**src/rtl/fetch_pkg.sv**
```systemverilog
// Shared types and constants for the RV32I fetch stage.
// Contents: NOP instruction encoding, fetch FSM state type, fetch-buffer entry layout.
// Imported by fetch_fifo and fetch_ctrl.
package fetch_pkg;

   // addi x0, x0, 0 -- placed in fault entries so decode sees a harmless instruction
   localparam logic [31:0] NOP_INSTR = 32'h0000_0013;

   typedef enum logic [1:0] {
      IDLE  = 2'd0,
      RUN   = 2'd1,
      FAULT = 2'd2
   } fetch_state_t;

   typedef struct packed {
      logic [31:0] pc;
      logic [31:0] instr;
      logic        fault;
   } fetch_entry_t;

endpackage

```
**src/rtl/fetch_fifo.sv**
```systemverilog
// Synchronous FIFO holding fetched entries; flush beats push and pop; push allowed when full if popping.
// Ports: clk/reset, flush_i/push_i/pop_i controls, wdata_i entry in, head_o registered head entry,
//        full_o/empty_o/count_o occupancy. head_o holds its last value while empty (zero after reset).
module fetch_fifo
   import fetch_pkg::*;
#(
   parameter int unsigned DEPTH = 2,
   parameter type T = fetch_entry_t,
   localparam int unsigned AW = $clog2(DEPTH),
   localparam int unsigned CW = AW + 1
) (
   input  logic          clk,
   input  logic          reset,
   input  logic          flush_i,
   input  logic          push_i,
   input  logic          pop_i,
   input  T              wdata_i,
   output T              head_o,
   output logic          full_o,
   output logic          empty_o,
   output logic [CW-1:0] count_o
);

   T              mem_q [DEPTH];
   logic [AW-1:0] rd_q, rd_d;
   logic [AW-1:0] wr_q, wr_d;
   logic [CW-1:0] cnt_q, cnt_d;
   T              head_q, head_d;
   logic          push_eff;
   logic          pop_eff;

   always_comb begin
      pop_eff  = pop_i && (cnt_q != '0);
      push_eff = push_i && ((cnt_q != CW'(DEPTH)) || pop_eff);
      rd_d     = rd_q;
      wr_d     = wr_q;
      cnt_d    = cnt_q;
      head_d   = head_q;
      if (flush_i) begin
         rd_d  = '0;
         wr_d  = '0;
         cnt_d = '0;
      end else begin
         if (pop_eff)  rd_d = rd_q + AW'(1);
         if (push_eff) wr_d = wr_q + AW'(1);
         cnt_d = cnt_q + CW'(push_eff) - CW'(pop_eff);
         // The head is kept in its own register so it is valid the cycle after a push into an
         // empty (or draining) buffer; the new word bypasses storage when it lands at the head.
         if (cnt_d != '0) begin
            head_d = (push_eff && (rd_d == wr_q)) ? wdata_i : mem_q[rd_d];
         end
      end
   end

   always_ff @(posedge clk) begin
      if (reset) begin
         rd_q   <= '0;
         wr_q   <= '0;
         cnt_q  <= '0;
         head_q <= '0;
      end else begin
         rd_q   <= rd_d;
         wr_q   <= wr_d;
         cnt_q  <= cnt_d;
         head_q <= head_d;
      end
   end

   // Storage needs no reset: an entry is only read after it has been written.
   always_ff @(posedge clk) begin
      if (!flush_i && push_eff) begin
         mem_q[wr_q] <= wdata_i;
      end
   end

   assign head_o  = head_q;
   assign full_o  = (cnt_q == CW'(DEPTH));
   assign empty_o = (cnt_q == '0);
   assign count_o = cnt_q;

endmodule

```
**src/rtl/fetch_ctrl.sv**
```systemverilog
// Fetch-stage controller: owns the PC, reads the combinational imem, buffers words for decode.
// Ports: clk/reset, fetch_en, imem_addr/imem_rdata, redirect_valid/redirect_pc,
//        if_valid/if_ready handshake with if_instr/if_pc/if_fault head entry.
module fetch_ctrl
   import fetch_pkg::*;
#(
   parameter logic [31:0] RESET_PC   = 32'h0000_0000,
   parameter int unsigned FIFO_DEPTH = 2,
   parameter int unsigned IMEM_WORDS = 64
) (
   input  logic        clk,
   input  logic        reset,
   input  logic        fetch_en,
   output logic [31:0] imem_addr,
   input  logic [31:0] imem_rdata,
   input  logic        redirect_valid,
   input  logic [31:0] redirect_pc,
   output logic        if_valid,
   input  logic        if_ready,
   output logic [31:0] if_instr,
   output logic [31:0] if_pc,
   output logic        if_fault
);

   localparam int unsigned CW = $clog2(FIFO_DEPTH) + 1;

   fetch_state_t  state_q, state_d;
   logic [31:0]   pc_q, pc_d;
   // Low bits of a misaligned redirect target; nonzero means the next RUN push is a fault entry.
   logic [1:0]    mis_q, mis_d;

   logic          push;
   logic          pop;
   logic          full;
   logic          empty;
   logic [CW-1:0] count;
   logic          out_of_range;
   fetch_entry_t  push_entry;
   fetch_entry_t  head;

   assign out_of_range = ({2'b00, pc_q[31:2]} >= IMEM_WORDS);
   // A redirect flushes the buffer, so a concurrent handshake must not count as consumed.
   assign pop          = !empty && if_ready && !redirect_valid;

   always_comb begin
      state_d    = state_q;
      pc_d       = pc_q;
      mis_d      = mis_q;
      push       = 1'b0;
      push_entry = '{pc: pc_q, instr: imem_rdata, fault: 1'b0};
      if (redirect_valid) begin
         pc_d    = {redirect_pc[31:2], 2'b00};
         mis_d   = redirect_pc[1:0];
         state_d = fetch_en ? RUN : IDLE;
      end else begin
         case (state_q)
            IDLE: begin
               if (fetch_en) state_d = RUN;
            end
            RUN: begin
               if (!fetch_en) begin
                  state_d = IDLE;
               end else if (!full || pop) begin
                  push = 1'b1;
                  if (mis_q != 2'b00) begin
                     // Report the original unaligned target, not the aligned PC register.
                     push_entry = '{pc: {pc_q[31:2], mis_q}, instr: NOP_INSTR, fault: 1'b1};
                     mis_d      = 2'b00;
                     state_d    = FAULT;
                  end else if (out_of_range) begin
                     push_entry = '{pc: pc_q, instr: NOP_INSTR, fault: 1'b1};
                     state_d    = FAULT;
                  end else begin
                     pc_d = pc_q + 32'd4;
                  end
               end
            end
            FAULT: begin
               // Parked with PC held until a redirect arrives.
            end
            default: begin
               state_d = IDLE;
            end
         endcase
      end
   end

   always_ff @(posedge clk) begin
      if (reset) begin
         state_q <= IDLE;
         pc_q    <= RESET_PC;
         mis_q   <= 2'b00;
      end else begin
         state_q <= state_d;
         pc_q    <= pc_d;
         mis_q   <= mis_d;
      end
   end

   fetch_fifo #(
      .DEPTH (FIFO_DEPTH),
      .T     (fetch_entry_t)
   ) u_fifo (
      .clk     (clk),
      .reset   (reset),
      .flush_i (redirect_valid),
      .push_i  (push),
      .pop_i   (pop),
      .wdata_i (push_entry),
      .head_o  (head),
      .full_o  (full),
      .empty_o (empty),
      .count_o (count)
   );

   assign imem_addr = pc_q;
   assign if_valid  = (count != '0);
   assign if_instr  = head.instr;
   assign if_pc     = head.pc;
   assign if_fault  = head.fault;

endmodule

```
**config.mk**
```make
export PLATFORM = sky130hd
export DESIGN_NAME = fetch_ctrl
export DESIGN_NICKNAME = d
export VERILOG_FILES = /design/src/rtl/fetch_pkg.sv /design/src/rtl/fetch_fifo.sv /design/src/rtl/fetch_ctrl.sv
export SDC_FILE = /design/constraint.sdc
export NUM_CORES = 1
export LEC_CHECK = 0
export BUFFER_PORTS_ARGS = -buffer_cell sky130_fd_sc_hd__clkbuf_2
export CAP_MARGIN = 5
export CORE_UTILIZATION = 56
export DETAILED_ROUTE_END_ITERATION = 7
export GPL_TIMING_DRIVEN = 0
export PLACE_DENSITY = 0.81
export SLEW_MARGIN = 5
export SYNTH_ARGS = -nofsm -noshare
export SYNTH_HDL_FRONTEND = slang
export SYNTH_SLANG_ARGS = --single-unit
```
**constraint.sdc**
```tcl
create_clock -name clk -period 6.05 [get_ports clk]
set_input_delay 1.21 -clock clk [delete_from_list [all_inputs] [get_ports clk]]
set_output_delay 1.21 -clock clk [all_outputs]
set_load 0.02 [all_outputs]
```
==> results of run 1 <==
-- logic make-up (layout without fill, tap and decap cells) --
group / after synthesis / count (layout) / share of synthesized area
fa+ha+maj: 4 / 4 / 0.00534
compound gates: 111 / 111 / 0.0788
simple gates: 159 / 159 / 0.0783
other cells: 1 / 2 / 0.000400
buf+inv: 111 / 319 / 0.0623
mux: 116 / 116 / 0.128
xor+xnor: 7 / 7 / 0.00962
flops: 233 / 233 / 0.637
-- registers in the layout (all words and copies together) (netlist names) --
name / flops
mis_q: 2
u_fifo.wr_q: 1
u_fifo.count_o: 2
u_fifo.rd_q: 1
imem_addr: 30
u_fifo.head_o: 65
state_q: 2
u_fifo.mem_q: 130
-- worst paths after layout --
path	endpoint	slack, ns	startpoint
worst min register to register	u_fifo.head_o[40]	0.46	u_fifo.head_o[40]
worst max-delay path	u_fifo.head_o[29]	2.17	if_ready
worst max register to register	u_fifo.head_o[29]	2.57	u_fifo.count_o[0]
worst min-delay path	u_fifo.head_o[40]	0.46	u_fifo.head_o[40]
-- Yosys cell counts (5+ instances only) --
cell type,number
xnor2_1,5
clkbuf_1,24
edfxtp_1,130
buf_2,10
buf_4,35
a2bb2oi_1,29
inv_1,38
dfxtp_1,103
nand2_1,39
o21ai_1,10
nand3_1,5
nor2_1,72
mux2_2,31
o21ai_0,50
mux2i_1,85
nor4_1,13
a21oi_1,5
nand2b_1,5
-- cell type report --
cell class | instances | area, um^2
clock buffers | 36 | 676
inverters | 39 | 146
fillers | 1180 | 4800
multi-input cells | 399 | 2830
well taps | 216 | 270
repair buffers | 167 | 903
plain buffers | 72 | 437
clock inverters | 5 | 78.8
flip-flops and latches | 233 | 5970
-- worst reg2reg max path, stage by stage, from the launching register on --
cell and delay (ns):
dfxtp_1 0.32, nand2b_1 0.19, o2111ai_4 0.30, nand2b_4 0.26, inv_2 0.08, ha_1 0.19, xor3_1 0.40, o21ai_2 0.37
nor2_1 0.16, o21ai_0 0.20, buf_2 0.31, buf_2 0.28, a2bb2oi_1 0.21, o21ai_1 0.08
-- metal layers --
metal | up-vias | global-route usage
li1 | 3013 | -
met1 | 3012 | 0.292
met2 | 202 | 0.393
met3 | 25 | 0.0490
met4 | 0 | 0.0562
met5 | - | 0
-- power groups by stage --
stage	Sequential (uW)	Combinational [uW]	Clock, uW
floorplan	1770	130	0
global placement	1770	212	0
detailed placement	1770	219	0
CTS	1740	220	1440
global route	1740	238	1500
finish	1740	219	1420
-- per-stage QoR --
stage               setup TNS, ns  worst slack, ns
floorplan                       0             1.10
global placement          -102.34           -0.813
detailed placement              0             1.70
CTS                             0             2.20
global route                    0             1.98
finish                          0             2.17
==> summary.md, run 1 <==
| Metric | Value |
|---|---|
| Crit path launch type | `primary input` |
| FF-to-FF path depth | `13` |
| Worst Skew | `0.00910 ns` |
| First-pass GRT wire length | `31.4 mm` |
| Fin. max-slew vios | `0` |
| Total die area | `17,200 um^2` |
| Worst-skew pair later-pin latency | `0.49 ns` |
| Number of flops mapped to enable cells by yosys | `130` |
| Die X | `131 um` |
| Clock sinks | `233` |
| All-Layer GR Usage | `0.228` |
| Pre-antenna DRT Iters | `4` |
| Synth warnings | `0` |
| Residual DRC count | `0` |
| ANT nets after route | `0` |
| Clk buf depth | `3` |
| Cells after Synth | `742` |
| Design Area, Final | `11,300 um^2` |
| ANT cells | `0` |
| Vias in the first global route | `6,056` |
| Share of the synthesized area in the top cell type | `0.417` |
| Largest net degree at the start of global routing | `27` |
| Internal power | `2650 uW` |
| Synth Register Bits | `233` |
| Utilization after layout | `0.702` |
| Starting Density | `0.581` |
| Comb pwr share | `0.065` |
| Final setup fails | `0` |
| Leak pwr | `0.00501 uW` |
| Fraction of layout cells with a size suffix above 1 | `0.303` |
| Num ports | `167` |
| Drt via density | `5.36` |
| Worst path bufs/invs | `4` |
| Final-report hold violation count | `0` |
| H-tree Lvls | `1` |
| Slowest CP cell | `xor3_1` |
| Clock Power Share | `0.420` |
| Crit Path Category | `in -> reg` |
| Post-synth top flop | `edfxtp_1` |
| Worst path depth | `14` |
| Initial antenna violation count | `0` |
| Met1 WL | `8.50 mm` |
| Hold_ws | `0.457 ns` |
| Switching Fraction | `0.214` |
| Critical Path AT | `4.27 ns` |
| Most common cell after layout, fill and taps aside | `clkbuf_2` |
| Sequential group share of total power | `0.515` |
| Post-Syn Area | `9360 um^2` |
| Critical Path Max Stage Delay | `0.40 ns` |
| Synth area leaders | `edfxtp_1 42%, dfxtp_1 22%, mux2i_1 9.1%` |
| Chip height | `131 um` |
| Buffers on Ports | `163` |
| Wire per inst | `16.9 um` |
| Maxcap violations | `0` |
| Commonest non-fill, non-tap cells in the layout | `163 x clkbuf_2, 130 x edfxtp_1, 103 x dfxtp_1, 85 x mux2i_1, 70 x nor2_1` |
| Async S/R FF share, synth | `0` |
| Synth cell types | `48` |
| Placer Congestion | `0.780` |
| CTS tree | `yes` |
| Finished Layout Cells | `1,167` |
| Mean area per synthesized cell | `12.6 um^2` |
| Slew HR | `0.496` |
| Layout area overhead | `20.8%` |
| Tmin final | `3.88 ns` |
| Power density cells | `298 nW/um^2` |
| WHS Path Cells | `2` |
| CP cell instances | `clkbuf_2 > nor2b_4 > o2111ai_4 > nand2b_4 > inv_2 > ha_1 > xor3_1 > o21ai_2 > nor2_1 > o21ai_0 > buf_2 > buf_2 > a2bb2oi_1 > o21ai_1` |
| Num CTS Buffers | `23` |
| Worst VDD drop | `0.207 mV` |
| Post-CTS setup buffer count | `0` |
| Rows | `46` |
| Initial DRC count | `277` |
| Overall power | `3370 uW` |
| DP Wirelength | `13.4 mm` |
| Core Area | `16,100 um^2` |
| Via count | `6,252` |
| Status | `finished, final reports clean` |
| Met3 Routed Length | `1.31 mm` |
| Total Routed Length | `19.7 mm` |
| Post-CTS sizing | `0` |
| Hold WC Path Type | `reg -> reg` |
| Post-CTS Hold Buffers | `0` |
| Post-route clock period utilization | `0.642` |
| CP endpoint kind | `flop` |
| Top Metal Used | `met4` |
| Area leader, netlist | `edfxtp_1` |
| Psw | `721 uW` |
| Delay-heaviest family, CP | `compound AO/OA/AOI/OAI gates` |
| Gr ovfl total | `0` |
| RSZ-0062 raised after global routing | `no` |
| Metal2 WL | `9.59 mm` |
| Area after DPL | `10,600 um^2` |
| Nets@finish | `1,008` |
| Sequential area share after synthesis | `0.637` |
| Critical Path RT | `6.43 ns` |
| Root Buffer | `clkbuf_16` |
| Inst Count DP | `1,126` |
| Most used cell, CP | `buf_2` |
| Worst-Margin Slew | `0.756 ns` |
| CTS clock-pin slew for the worst setup and hold paths | `0.06 ns` |
| Worst-path maximum fanout | `10` |
| Fmax | `257 MHz` |
Power figures use the tool's default switching activity.
==> run 2: changes to the inputs <==
--- a/config.mk
+++ b/config.mk
@@ -5,9 +5,10 @@
 export SDC_FILE = /design/constraint.sdc
 export NUM_CORES = 1
 export LEC_CHECK = 0
+export ABC_AREA = 1
 export BUFFER_PORTS_ARGS = -buffer_cell sky130_fd_sc_hd__clkbuf_2
 export CAP_MARGIN = 5
-export CORE_UTILIZATION = 56
+export CORE_UTILIZATION = 57
 export DETAILED_ROUTE_END_ITERATION = 7
 export GPL_TIMING_DRIVEN = 0
 export PLACE_DENSITY = 0.81
==> constraint.sdc (replaced) <==
create_clock -name clk -period 3.93 [get_ports clk]
set_input_delay 0.786 -clock clk [delete_from_list [all_inputs] [get_ports clk]]
set_output_delay 0.786 -clock clk [all_outputs]
set_load 0.02 [all_outputs]
==> run 2 against run 1 <==
Against the previous run: first-iteration DRC count rose to 2.8 times the previous value; sequential share of layout area down 5.2 points; hold slack gained 0.032 ns; area after synthesis grew 12%; synthesized cell count rose by 70%; die area grew 10%; via count increased by 42%; largest cell class unchanged.
==> summary.md, run 2 <==
| Metric | Value |
|---|---|
| Mean area per synthesized cell | `8.35 um^2 (was 12.6 um^2)` |
| Initial DRC count | `782 (was 277)` |
| Vias in the first global route | `8,169 (was 6,056)` |
| Largest net degree at the start of global routing | `30 (was 27)` |
| Post-CTS setup buffer count | `0 (unchanged)` |
| ANT nets after route | `0 (unchanged)` |
| Slowest CP cell | `buf_1 (was xor3_1)` |
| Share of the synthesized area in the top cell type | `0.371 (was 0.417)` |
| Setup WS pre-CTS | `0.280 ns (was 1.70 ns)` |
| Most common cell in the netlist | `nand2_1 (was edfxtp_1)` |
| Worst-Margin Slew | `0.883 ns (was 0.756 ns)` |
| Pre-antenna DRT Iters | `7 (was 4)` |
| CP endpoint kind | `flop (unchanged)` |
| Number of flops mapped to enable cells by yosys | `130 (unchanged)` |
| Post-CTS Hold Buffers | `0 (unchanged)` |
| Worst VDD drop | `0.388 mV (was 0.207 mV)` |
| Synth warnings | `0 (unchanged)` |
| Design Area, Final | `12,500 um^2 (was 11,300 um^2)` |
| Residual DRC count | `0 (unchanged)` |
| Clock sinks | `233 (unchanged)` |
| Final setup fails | `0 (unchanged)` |
| Hold WC Path Type | `reg -> reg (unchanged)` |
| CP cell instances | `inv_1 > nor2_1 > nand3_1 > nor2_2 > buf_2 > ha_1 > xnor2_1 > xor2_1 > nand2_1 > nand2_1 > inv_1 > buf_2 > buf_1 > nand3_1 > nand2_1 > inv_1 (was clkbuf_2 > nor2b_4 > o2111ai_4 > nand2b_4 > inv_2 > ha_1 > xor3_1 > o21ai_2 > nor2_1 > o21ai_0 > buf_2 > buf_2 > a2bb2oi_1 > o21ai_1)` |
| H-tree Lvls | `1 (unchanged)` |
| CTS clock-pin slew for the worst setup and hold paths | `0.06 ns (about the same)` |
| Area leader, netlist | `edfxtp_1 (unchanged)` |
| RSZ-0062 raised after global routing | `no (unchanged)` |
| Post-CTS sizing | `0 (unchanged)` |
| Num ports | `167 (unchanged)` |
| Comb pwr share | `0.081 (was 0.065)` |
| Final-report hold violation count | `0 (unchanged)` |
| Area after DPL | `11,700 um^2 (was 10,600 um^2)` |
| Chip height | `138 um (was 131 um)` |
| Synth Register Bits | `233 (unchanged)` |
| Gr ovfl total | `0 (unchanged)` |
| Total die area | `19,000 um^2 (was 17,200 um^2)` |
| Async S/R FF share, synth | `0 (unchanged)` |
| Fraction of layout cells with a size suffix above 1 | `0.200 (was 0.303)` |
| Delay-heaviest family, CP | `buffers and inverters (was compound AO/OA/AOI/OAI gates)` |
| Buffers on Ports | `163 (unchanged)` |
| Post-route clock period utilization | `0.849` |
| TNS Setup | `0 ns (unchanged)` |
| Die X | `138 um (was 131 um)` |
| Clock Power Share | `0.423 (was 0.420)` |
| All-Layer GR Usage | `0.275 (was 0.228)` |
| Drt via density | `5.22 (was 5.36)` |
| Leak pwr | `0.00590 uW (was 0.00501 uW)` |
| Slew HR | `0.410 (was 0.496)` |
| Power density cells | `432 nW/um^2 (was 298 nW/um^2)` |
| Tmin final | `3.34 ns` |
| Layout area overhead | `19.1% (was 20.8%)` |
| Crit Path Category | `reg -> reg (was in -> reg)` |
| Root Buffer | `clkbuf_16 (unchanged)` |
| Worst Skew | `0.00981 ns (was 0.00910 ns)` |
| Sequential group share of total power | `0.496 (was 0.515)` |
| Most common cell after layout, fill and taps aside | `nand2_1 (was clkbuf_2)` |
| Switching Fraction | `0.230 (was 0.214)` |
| Synth top cells by count | `402 x nand2_1, 178 x inv_1, 130 x edfxtp_1 (was 130 x edfxtp_1, 103 x dfxtp_1, 85 x mux2i_1)` |
| Setup ws final | `0.592 ns (was 2.17 ns)` |
| Worst-path maximum fanout | `10 (unchanged)` |
| Rows | `49 (was 46)` |
| Fmax | `300 MHz` |
| Top reg by flops | `u_fifo.mem_q (unchanged)` |
| Core Area | `18,000 um^2 (was 16,100 um^2)` |
| First-pass GRT wire length | `40.1 mm (was 31.4 mm)` |
| Psw | `1250 uW (was 721 uW)` |
| Critical Path RT | `4.34 ns (was 6.43 ns)` |
| DP Wirelength | `17.6 mm (was 13.4 mm)` |
| Total Routed Length | `25.8 mm (was 19.7 mm)` |
| Sequential area share after synthesis | `0.566 (was 0.637)` |
| CTS tree | `yes (unchanged)` |
| ANT cells | `0 (unchanged)` |
| Fin. max-slew vios | `0 (unchanged)` |
| Critical Path AT | `3.75 ns (was 4.27 ns)` |
| Cells after Synth | `1,261 (was 742)` |
| Number of flip-flops in the largest register | `130 (unchanged)` |
| Synth cell types | `27 (was 48)` |
| Placer Congestion | `0.810 (was 0.780)` |
| Worst path bufs/invs | `6 (was 4)` |
| Wire per inst | `15.2 um (was 16.9 um)` |
| Initial antenna violation count | `0 (unchanged)` |
| Post-Syn Area | `10,500 um^2 (was 9360 um^2)` |
| Crit path launch type | `flop (was primary input)` |
| Internal power | `4170 uW (was 2650 uW)` |
| Worst-skew pair later-pin latency | `0.51 ns (was 0.49 ns)` |
| Maxcap violations | `0 (unchanged)` |
| Num CTS Buffers | `24 (was 23)` |
| Critical Path Max Stage Delay | `0.45 ns (was 0.40 ns)` |
| Starting Density | `0.584 (was 0.581)` |
| Via count | `8,890 (was 6,252)` |
| Commonest non-fill, non-tap cells in the layout | `402 x nand2_1, 178 x inv_1, 163 x clkbuf_2, 130 x edfxtp_1, 103 x dfxtp_1 (was 163 x clkbuf_2, 130 x edfxtp_1, 103 x dfxtp_1, 85 x mux2i_1, 70 x nor2_1)` |
| Synth area leaders | `edfxtp_1 37%, dfxtp_1 20%, nand2_1 14% (was edfxtp_1 42%, dfxtp_1 22%, mux2i_1 9.1%)` |
| Nets@finish | `1,528 (was 1,008)` |
| Clk buf depth | `3 (unchanged)` |
| Status | `finished, final reports clean (unchanged)` |
| Post-synth top flop | `edfxtp_1 (unchanged)` |
run 2: final cells by class:
| cell class | count | area, um^2 |
|---|---|---|
| Inverter | 183 | 687 |
| Buffer | 104 | 633 |
| Clock inverter | 9 | 92.6 |
| Multi-Input combinational cell | 742 | 3260 |
| Timing Repair Buffer | 167 | 911 |
| Clock buffer | 35 | 704 |
| Tap cell | 229 | 287 |
| Sequential cell | 233 | 5970 |
| Fill cell | 1379 | 5480 |
run 2: cell families after synthesis:
| kind of cell | Yosys count | synth area share |
|---|---|---|
| adders and majority gates | 4 | 0.00475 |
| other | 1 | 0.000356 |
| xor gates and xnor gates | 6 | 0.00499 |
| and+or+nand+nor | 617 | 0.244 |
| DFF | 233 | 0.566 |
| AOI/OAI and AO/OA | 113 | 0.0542 |
| buffers and inverters | 287 | 0.125 |
run 2: stage by stage:
stage | util | cells | power (uW) | hold slack [ns]
floorplan | - | 1262 | 3010 | 0.453
global placement | 0.646 | 1654 | 3160 | 0.474
detailed placement | 0.652 | 1658 | 3170 | 0.479
CTS | 0.696 | 1702 | 5430 | 0.489
global route | 0.696 | 1702 | 5580 | 0.498
finish | 0.696 | 1702 | 5410 | 0.490
run 2: path summary, 6_finish.rpt:
path / from / end / slack [ns] / cells past startpoint
setup / recovery: state_q[0] / u_fifo.head_o[34] / 0.59 / 16
hold / removal: mis_q[1] / mis_q[1] / 0.49 / 2
setup reg to reg: state_q[0] / u_fifo.head_o[34] / 0.59 / 16
hold reg to reg: mis_q[1] / mis_q[1] / 0.49 / 2
run 2: routing by layer:
| metal | up-vias | track usage | part of all wire |
|---|---|---|---|
| met3 | 67 | 0.0355 | 0.080 |
| met4 | 0 | 0.122 | 0.036 |
| li1 | 4342 | - | - |
| met2 | 447 | 0.452 | 0.48 |
| met5 | - | 0 | 0 |
| met1 | 4034 | 0.366 | 0.40 |
run 2: power groups by stage:
| stage | sequential, uW | combinational, uW | clock [uW] |
|---|---|---|---|
| after floorplan | 2760 | 248 | 0 |
| after global placement | 2740 | 420 | 0 |
| after detailed placement | 2740 | 433 | 0 |
| after CTS | 2690 | 438 | 2300 |
| after global routing | 2690 | 486 | 2400 |
| final | 2690 | 439 | 2290 |
run 2: tightest hold or removal path, stage by stage, from the launching register on:
cell,delay (ns)
dfxtp_1,0.32
nand2_1,0.07
a21oi_1,0.05
==> run 3: changes to the inputs <==
==> constraint.sdc (replaced) <==
create_clock -name clk -period 3.1 [get_ports clk]
set_input_delay 0.62 -clock clk [delete_from_list [all_inputs] [get_ports clk]]
set_output_delay 0.62 -clock clk [all_outputs]
set_load 0.02 [all_outputs]
==> run 3 against run 2 <==
Against the previous run: maximum frequency up 11%; setup slack got worse by 0.49 ns; design area grew 0.18%; flip-flop and latch count unchanged; clock skew is 0.00073 ns higher; routed wire length is 0.54% higher; clock power increased by 26%; largest cell class unchanged.
==> summary.md, run 3 (synthesized netlist as in run 2, its figures left out) <==
| Metric | Value |
|---|---|
| Post-CTS Hold Buffers | `0 (unchanged)` |
| Critical Path AT | `3.41 ns (was 3.75 ns)` |
| Top reg by flops | `u_fifo.mem_q (unchanged)` |
| Number of flip-flops in the largest register | `130 (unchanged)` |
| Starting Density | `0.584 (unchanged)` |
| Leak pwr | `0.00592 uW (was 0.00590 uW)` |
| Post-CTS setup buffer count | `0 (unchanged)` |
| Vias in the first global route | `8,174 (was 8,169)` |
| Final setup fails | `0 (unchanged)` |
| Buffers on Ports | `163 (unchanged)` |
| Overall power | `6860 uW (was 5410 uW)` |
| Multi-input gate area | `3270 um^2 (was 3260 um^2)` |
| ANT nets after route | `0 (unchanged)` |
| Most common cell after layout, fill and taps aside | `nand2_1 (unchanged)` |
| Worst VDD drop | `0.492 mV (was 0.388 mV)` |
| All-Layer GR Usage | `0.276 (was 0.275)` |
| First-pass GRT wire length | `40.1 mm (about the same)` |
| Wire per inst | `15.3 um (was 15.2 um)` |
| CTS tree | `yes (unchanged)` |
| CP endpoint kind | `flop (unchanged)` |
| Delay-heaviest family, CP | `simple AND/OR/NAND/NOR gates (was buffers and inverters)` |
| Residual DRC count | `0 (unchanged)` |
| Hold WC Path Type | `in -> reg (was reg -> reg)` |
| Critical Path RT | `3.51 ns (was 4.34 ns)` |
| Worst Skew | `0.0105 ns (was 0.00981 ns)` |
| Metal2 WL | `12.5 mm (about the same)` |
| Fill count | `1,376 (was 1,379)` |
| Fraction of layout cells with a size suffix above 1 | `0.203 (was 0.200)` |
| Worst-skew pair later-pin latency | `0.51 ns (about the same)` |
| Via count | `8,908 (was 8,890)` |
| Tmin final | `3.00 ns (was 3.34 ns)` |
| Status | `finished, final reports clean (unchanged)` |
| Nets@finish | `1,528 (unchanged)` |
| Drt via density | `5.23 (was 5.22)` |
| Initial DRC count | `848 (was 782)` |
| Crit path launch type | `flop (unchanged)` |
| Clk buf depth | `3 (unchanged)` |
| Final-report hold violation count | `0 (unchanged)` |
| Fmax | `333 MHz (was 300 MHz)` |
| Worst path bufs/invs | `5 (was 6)` |
| Rows | `49 (unchanged)` |
| Layout area overhead | `19.3% (was 19.1%)` |
| Largest net degree at the start of global routing | `30 (unchanged)` |
| Pre-antenna DRT Iters | `8 (was 7)` |
| Total Routed Length | `26.0 mm (was 25.8 mm)` |
| Worst-Margin Slew | `0.899 ns (was 0.883 ns)` |
| Fin. max-slew vios | `0 (unchanged)` |
| Gr ovfl total | `0 (unchanged)` |
| Crit Path Category | `reg -> reg (unchanged)` |
| Die X | `138 um (unchanged)` |
| Clock sinks | `233 (unchanged)` |
| DP Wirelength | `17.6 mm (unchanged)` |
| Num ports | `167 (unchanged)` |
| Inst Count DP | `1,658 (unchanged)` |
| Root Buffer | `clkbuf_16 (unchanged)` |
| Slew HR | `0.399 (was 0.410)` |
| Met1 WL | `10.5 mm (was 10.3 mm)` |
| Slowest CP cell | `dfxtp_1 (was buf_1)` |
| Post-route clock period utilization | `0.968 (was 0.849)` |
| Critical Path Max Stage Delay | `0.33 ns (was 0.45 ns)` |
| Total die area | `19,000 um^2 (unchanged)` |
| Worst-path maximum fanout | `10 (unchanged)` |
| Core Area | `18,000 um^2 (unchanged)` |
| Placer Congestion | `0.810 (unchanged)` |
| Top Metal Used | `met4 (unchanged)` |
| Initial antenna violation count | `0 (unchanged)` |
| H-tree Lvls | `1 (unchanged)` |
| Num CTS Buffers | `24 (unchanged)` |
| Met3 Routed Length | `1.97 mm (was 2.07 mm)` |
| Maxcap violations | `0 (unchanged)` |
| Finished Layout Cells | `1,702 (unchanged)` |
| FF/Latch Area | `5970 um^2 (unchanged)` |
| Power density cells | `546 nW/um^2 (was 432 nW/um^2)` |
| Chip height | `138 um (unchanged)` |
| CTS clock-pin slew for the worst setup and hold paths | `0.06 ns (about the same)` |
| ANT cells | `0 (unchanged)` |
| CP cell instances | `inv_1 > nor2_1 > nand3_1 > nor2_4 > clkbuf_4 > ha_1 > xnor2_1 > xor2_1 > nand2_1 > nand2_1 > clkbuf_4 > buf_2 > a21oi_1 > nand2_1 > inv_1 (was inv_1 > nor2_1 > nand3_1 > nor2_2 > buf_2 > ha_1 > xnor2_1 > xor2_1 > nand2_1 > nand2_1 > inv_1 > buf_2 > buf_1 > nand3_1 > nand2_1 > inv_1)` |
| Most used cell, CP | `nand2_1` |
| Commonest non-fill, non-tap cells in the layout | `402 x nand2_1, 178 x inv_1, 164 x clkbuf_2, 130 x edfxtp_1, 103 x dfxtp_1 (was 402 x nand2_1, 178 x inv_1, 163 x clkbuf_2, 130 x edfxtp_1, 103 x dfxtp_1)` |
-- run 3: cell count changes in the layout (fill, tap and decap cells not counted) --
cell / delta
clkbuf_4: +5
buf_1: -4
buf_2: -2
clkbuf_2: +1
nor2_2: -1
nor2_4: +1
-- run 3: where the power goes --
group / total, uW / internal [uW] / leakage (uW) / switching (uW)
Combinational: 559 / 203 / 0.00349 / 356
Clock: 2890 / 1740 / 0.000394 / 1150
Sequential: 3410 / 3340 / 0.00204 / 65.6
-- run 3: worst min-delay path: stages --
cell	delay (ns)
clkbuf_2	0.08
nand2_1	0.05
a21oi_1	0.05
-- run 3: metrics by stage --
stage	hold slack (ns)	setup WS, ns	instance area (um^2)	setup TNS (ns)	util
CTS	0.323	0.00203	12500	0	0.696
global route	0.332	-0.0103	12600	-0.0176	0.697
detailed placement	0.479	-0.384	11700	-13.75	0.652
finish	0.337	0.100	12600	0	0.697
floorplan	0.453	-0.198	10500	-24.51	-
global placement	0.474	-1.49	11600	-201.46	0.646
-- run 3: area by class of cell --
type	instances	share of cell area
Sequential cell	233	0.475
Timing Repair Buffer	167	0.0725
Tap cell	229	0.0228
Clock inverter	9	0.00737
Inverter	183	0.0547
Buffer	104	0.0518
Multi-Input combinational cell	742	0.260
Clock buffer	35	0.0561
-- run 3: path summary, 6_finish.rpt --
| check | start | to | slack [ns] | cells past startpoint |
|---|---|---|---|---|
| worst max-delay path | state_q[0] | u_fifo.head_o[48] | 0.10 | 15 |
| worst min-delay path | redirect_pc[18] | imem_addr[18] | 0.34 | 3 |
| worst max register to register | state_q[0] | u_fifo.head_o[48] | 0.10 | 15 |
| worst min register to register | mis_q[1] | mis_q[1] | 0.49 | 2 |
-- run 3: per-layer routing --
metal	GRT usage	up-vias
li1	-	4340
met1	0.367	4067
met2	0.450	428
met3	0.0355	73
met4	0.126	0
met5	0	-
-- run 3: what timing repair did --
action                                  CTS  global route
gates resized for setup                   3             7
gates cloned                              0             0
endpoints found under the setup margin   22            61
